==> src/rtl/reg_file_sb.sv <==
// Register file with two combinational read ports, one write port and a scoreboard that raises the decode stall.
// Define RF_BYPASS_EN to forward same-cycle writeback data and mask operand busy on a matching writeback.
module reg_file_sb #(
  parameter int DATA_W = 32,
  parameter int ADDR_W = 5
) (
  input  logic              clk,
  input  logic              rst_n,
  input  logic [ADDR_W-1:0] rd_addr_a,
  input  logic [ADDR_W-1:0] rd_addr_b,
  input  logic              rd_use_a,
  input  logic              rd_use_b,
  output logic [DATA_W-1:0] rd_data_a,
  output logic [DATA_W-1:0] rd_data_b,
  input  logic              wr_en,
  input  logic [ADDR_W-1:0] wr_addr,
  input  logic [DATA_W-1:0] wr_data,
  input  logic              iss_en,
  input  logic [ADDR_W-1:0] iss_addr,
  output logic              stall,
  output logic [ADDR_W:0]   pend_cnt,
  output logic              err_wb
);

  localparam int DEPTH = 2 ** ADDR_W;

  logic [DATA_W-1:0] regs_q [DEPTH];
  logic [DEPTH-1:0]  pend_q, pend_d;
  logic [ADDR_W:0]   cnt_q, cnt_d;
  logic              err_q, err_d;

  logic wr_live;
  logic busy_a, busy_b, waw;
  logic iss_ok, inc, dec;

  assign wr_live = wr_en && (wr_addr != '0);

`ifdef RF_BYPASS_EN
  logic wr_hit_a, wr_hit_b;
  assign wr_hit_a = wr_live && (wr_addr == rd_addr_a);
  assign wr_hit_b = wr_live && (wr_addr == rd_addr_b);

  always_comb begin
    rd_data_a = (rd_addr_a == '0) ? '0 : regs_q[rd_addr_a];
    rd_data_b = (rd_addr_b == '0) ? '0 : regs_q[rd_addr_b];
    if (wr_hit_a) rd_data_a = wr_data;
    if (wr_hit_b) rd_data_b = wr_data;
    busy_a = rd_use_a & pend_q[rd_addr_a] & ~wr_hit_a;
    busy_b = rd_use_b & pend_q[rd_addr_b] & ~wr_hit_b;
  end
`else
  always_comb begin
    rd_data_a = (rd_addr_a == '0) ? '0 : regs_q[rd_addr_a];
    rd_data_b = (rd_addr_b == '0) ? '0 : regs_q[rd_addr_b];
    busy_a    = rd_use_a & pend_q[rd_addr_a];
    busy_b    = rd_use_b & pend_q[rd_addr_b];
  end
`endif

  // A writeback never hides a WAW hazard: the new owner must wait for a clean bit.
  assign waw    = iss_en & pend_q[iss_addr];
  assign stall  = busy_a | busy_b | waw;
  assign iss_ok = iss_en & ~stall;

  // Accepted issues only ever target clear bits, so a same-index writeback cannot decrement.
  assign inc = iss_ok & (iss_addr != '0);
  assign dec = wr_en & pend_q[wr_addr];

  always_comb begin
    pend_d = pend_q;
    if (wr_en) pend_d[wr_addr] = 1'b0;
    if (inc)   pend_d[iss_addr] = 1'b1;
    pend_d[0] = 1'b0;
    cnt_d = cnt_q + {{ADDR_W{1'b0}}, inc} - {{ADDR_W{1'b0}}, dec};
    err_d = err_q | (wr_live & ~pend_q[wr_addr]);
  end

  always_ff @(posedge clk or negedge rst_n) begin
    if (!rst_n) begin
      for (int i = 0; i < DEPTH; i++) regs_q[i] <= '0;
    end else if (wr_live) begin
      regs_q[wr_addr] <= wr_data;
    end
  end

  always_ff @(posedge clk or negedge rst_n) begin
    if (!rst_n) begin
      pend_q <= '0;
      cnt_q  <= '0;
      err_q  <= 1'b0;
    end else begin
      pend_q <= pend_d;
      cnt_q  <= cnt_d;
      err_q  <= err_d;
    end
  end

  assign pend_cnt = cnt_q;
  assign err_wb   = err_q;

endmodule
==> config.mk <==
export PLATFORM = sky130hd
export DESIGN_NAME = reg_file_sb
export DESIGN_NICKNAME = d
export VERILOG_FILES = /design/src/rtl/reg_file_sb.sv
export SDC_FILE = /design/constraint.sdc
export NUM_CORES = 2
export LEC_CHECK = 0
export ABC_CLOCK_PERIOD_IN_PS = 3900
export BUFFER_PORTS_ARGS = -buffer_cell sky130_fd_sc_hd__buf_2
export CORE_AREA = 2 2 343 345
export DETAILED_ROUTE_END_ITERATION = 8
export DIE_AREA = 0 0 345 347
export PLACE_DENSITY = 0.66
export SLEW_MARGIN = 20
export SYNTH_ARGS = -nofsm -noshare
export SYNTH_HDL_FRONTEND = slang
export SYNTH_SLANG_ARGS = --single-unit
==> constraint.sdc <==
create_clock -name clk -period 3.9 [get_ports clk]
set_input_delay 0.78 -clock clk [delete_from_list [all_inputs] [get_ports clk]]
set_output_delay 0.78 -clock clk [all_outputs]
set_load 0.05 [all_outputs]
==> flow_summary_export.csv <==
group,metric,value,unit
cts,cts_tree,"yes",
placement,io_buffers,129,
run_status,status,"finished clean",
routing,vias_per_cell,6.61,
sta,fin_crit_sh,0.981,
global_routing,grt_pass1_vias,36700,
worst_setup_path,endpoint_kind,"output pin",
yosys,postSynthAreaPerCell,15.4,um^2
global_routing,grt_pass1_wl,251,mm
sta,slew_viol_final,0,
sta,worst_pin_slew,1.02,ns
floorplan,coreArea,116000,um^2
floorplan,fp.dieW,345,um
power,totalPowerFinal,34.1,mW
sta,fin_ws,0.0723,ns
yosys,synth_cell_type_count,60,
floorplan,row_count,125,
yosys,synth_top_area_share,0.462,
cts,path_clk_slew,0.06,ns
yosys,synth_largest_area_cell,"dfrtp_1",
cts,cts-root-buf,"clkbuf_16",
worst_setup_path,crit_type,"primary input to output pin",
sta,skew,0.0105,ns
yosys,synth.cells.most_frequent,"1062 x dfrtp_1, 996 x mux2_2, 560 x mux4_2, 202 x clkbuf_1, 186 x mux2i_1",
power,leakage,28.2,nW
yosys,synthFlopType,"dfrtp_1",
yosys,synth-async-reset-ratio,1.00,
cts,cts_max_level,3,
yosys,synthesis.area,57500,um^2
placement,globalplace.congestion,0.850,
floorplan,die_y,347,um
cts,cts_made_buffers,115,
power,powerDensity,526,nW/um^2
cells_and_area,drive_above_1_share,0.555,
power,vdd_drop_max,0.000347,V
sta,slew_headroom,0.319,
yosys,synth-seq-area-share,0.462,
routing,dr.pass1.iters,6,
global_routing,overflow,0,
worst_setup_path,cp_max_fo,21,
routing,ant_nets,0,
sta,hold-worst-slack,0.394,ns
routing,drc,0,
yosys,synth_fp_nets,3801,
sta,final-hold-violation-count,0,
cts,cts_setup_buffers,0,
global_routing,antenna_found_initial,8,
placement,post-dp-hpwl,97.3,mm
yosys,synth-edff-count,0,
cells_and_area,nets,3838,
cells_and_area,final_util,0.561,
sta,rsz0062_at_grt,"no",
global_routing,grt_max_degree,131,
sta,period_minus_slack,3.83,ns
sta,max_freq,261,MHz
worst_setup_path,start_kind,"primary input",
cells_and_area,multi_input_area,28900,um^2
placement,pre_cts_slack,-0.000649,ns
worst_setup_path,critPathArrivalTime,3.05,ns
cells_and_area,nFillCells,9194,
cells_and_area,syn2layout_area_growth,12.8,%
yosys,postSynthCellCount,3736,
routing,routedWlPerCell,31.0,um
cts,clkLatencyLatePin,0.71,ns
routing,initialDrtViolationCount,2779,
worst_setup_path,rrSetupSlack,0.46,ns
floorplan,io_pins,130,
floorplan,initial_core_util,0.497,
sta,setup_viol,0,
min_path,min_path_type,"flip-flop to flip-flop",
cells_and_area,stdcell_area,64900,um^2
floorplan,dieArea,120000,um^2
yosys,ys_warn_count,0,
yosys,synth.top_cells.by_area,"dfrtp_1 46%, mux4_2 22%, mux2_2 20%",
worst_setup_path,cp.required,3.12,ns
cts,clock_sinks,1062,
yosys,ys_ff_latch,1062,
cts,clockBufferDepth,3,
run,drv_cap,0,
routing,route.vias.total,35600,
cells_and_area,regArea,26600,um^2
yosys,synth.most_common_cell,"dfrtp_1",
routing,finalWirelength,167,mm
placement,placed_cell_area,60800,um^2
global_routing,grt_usage,0.281,
-- layout make-up --
| class | count | area share |
|---|---|---|
| timing repair buffer | 348 | 0.0525 |
| inverter | 25 | 0.00156 |
| sequential | 1062 | 0.410 |
| clock inverter | 46 | 0.00931 |
| clock buffer | 165 | 0.0525 |
| tap | 1524 | 0.0294 |
| antenna | 1 | 0.0000386 |
| multi-input combinational | 2221 | 0.445 |
-- cells by family after synthesis --
| kind of cell | share of synthesized area |
|---|---|
| AO/OA/AOI/OAI | 0.0283 |
| AND/OR/NAND/NOR | 0.0203 |
| XOR/XNOR | 0.000762 |
| adder cells (fa/ha/maj) | 0.00165 |
| flip-flops | 0.462 |
| multiplexers | 0.447 |
| buffers and inverters | 0.0396 |
-- worst max-delay path, cell delays in order --
cell and delay (ns):
buf_8 0.14, buf_12 0.22, buf_12 0.23, mux4_2 0.53
mux4_2 0.46, a21oi_1 0.22, buf_4 0.17, nor2_1 0.04
buf_2 0.22
-- flip-flops by register name, indices dropped and copies added, names as in the netlist --
register / cells
err_wb: 1
pend_cnt: 6
pend_q: 31
regs_q: 1024
-- final timing paths --
| kind | start | end | depth (start not counted) |
|---|---|---|---|
| max | rd_addr_b[0] | rd_data_b[5] | 9 |
| min | regs_q[1001] | regs_q[1001] | 0 |
| max reg2reg | pend_q[13] | pend_cnt[4] | 15 |
| min reg2reg | regs_q[1001] | regs_q[1001] | 0 |
| max in group asynchronous | rst_n | regs_q[713] | 4 |
| min in group asynchronous | rst_n | pend_cnt[5] | 2 |
-- placed cells by master, fill, tap and decap left out, types with 13 or more instances in the layout --
| master | n |
|---|---|
| dfrtp_1 | 1062 |
| mux2_2 | 996 |
| mux4_2 | 560 |
| mux2i_1 | 186 |
| buf_4 | 140 |
| clkbuf_16 | 118 |
| buf_2 | 117 |
| nor2_1 | 92 |
| buf_12 | 79 |
| a21oi_1 | 68 |
| o221ai_1 | 64 |
| nor3_1 | 43 |
| o22ai_1 | 39 |
| clkbuf_8 | 32 |
| inv_1 | 23 |
| clkinv_2 | 20 |
| nor2_4 | 17 |
| a32o_1 | 17 |
| clkbuf_1 | 17 |
| a31o_1 | 14 |
| nand2_1 | 13 |
-- report_power, final --
group	leakage (nW)	internal [mW]	switching, mW
combinational	12.6	4.45	3.40
clock	1.96	6.85	4.67
sequential	13.6	13.2	1.61
total	28.2	24.5	9.67
-- layer usage --
metal | routed length, um | share of wire | vias to the layer above | GRT usage
li1 | - | - | 14600 | -
met1 | 70100 | 0.42 | 19500 | 0.391
met2 | 81900 | 0.49 | 1241 | 0.460
met3 | 9600 | 0.057 | 296 | 0.0395
met4 | 5370 | 0.032 | 4 | 0.0890
met5 | 23 | 0.00014 | - | 0
-- what timing repair did --
| item | 4_1_cts | 5_1_grt |
|---|---|---|
| hold endpoints to repair | 4 | 0 |
| cloned | 0 | 2 |
| resized for setup | 3 | 5 |
| pin swaps | 0 | 1 |
| hold buffers | 1 | 0 |
| setup endpoints to repair | 2 | 3 |
-- stage by stage --
step / instances / setup TNS (ns)
6_report: 5392 / 0
5_1_grt: 5392 / 0
4_1_cts: 5389 / 0
3_5_place_dp: 5177 / -0.000649
3_3_place_gp: 5177 / 0
2_1_floorplan: 3736 / 0
No activity file was read; power rests on OpenSTA's default activity.
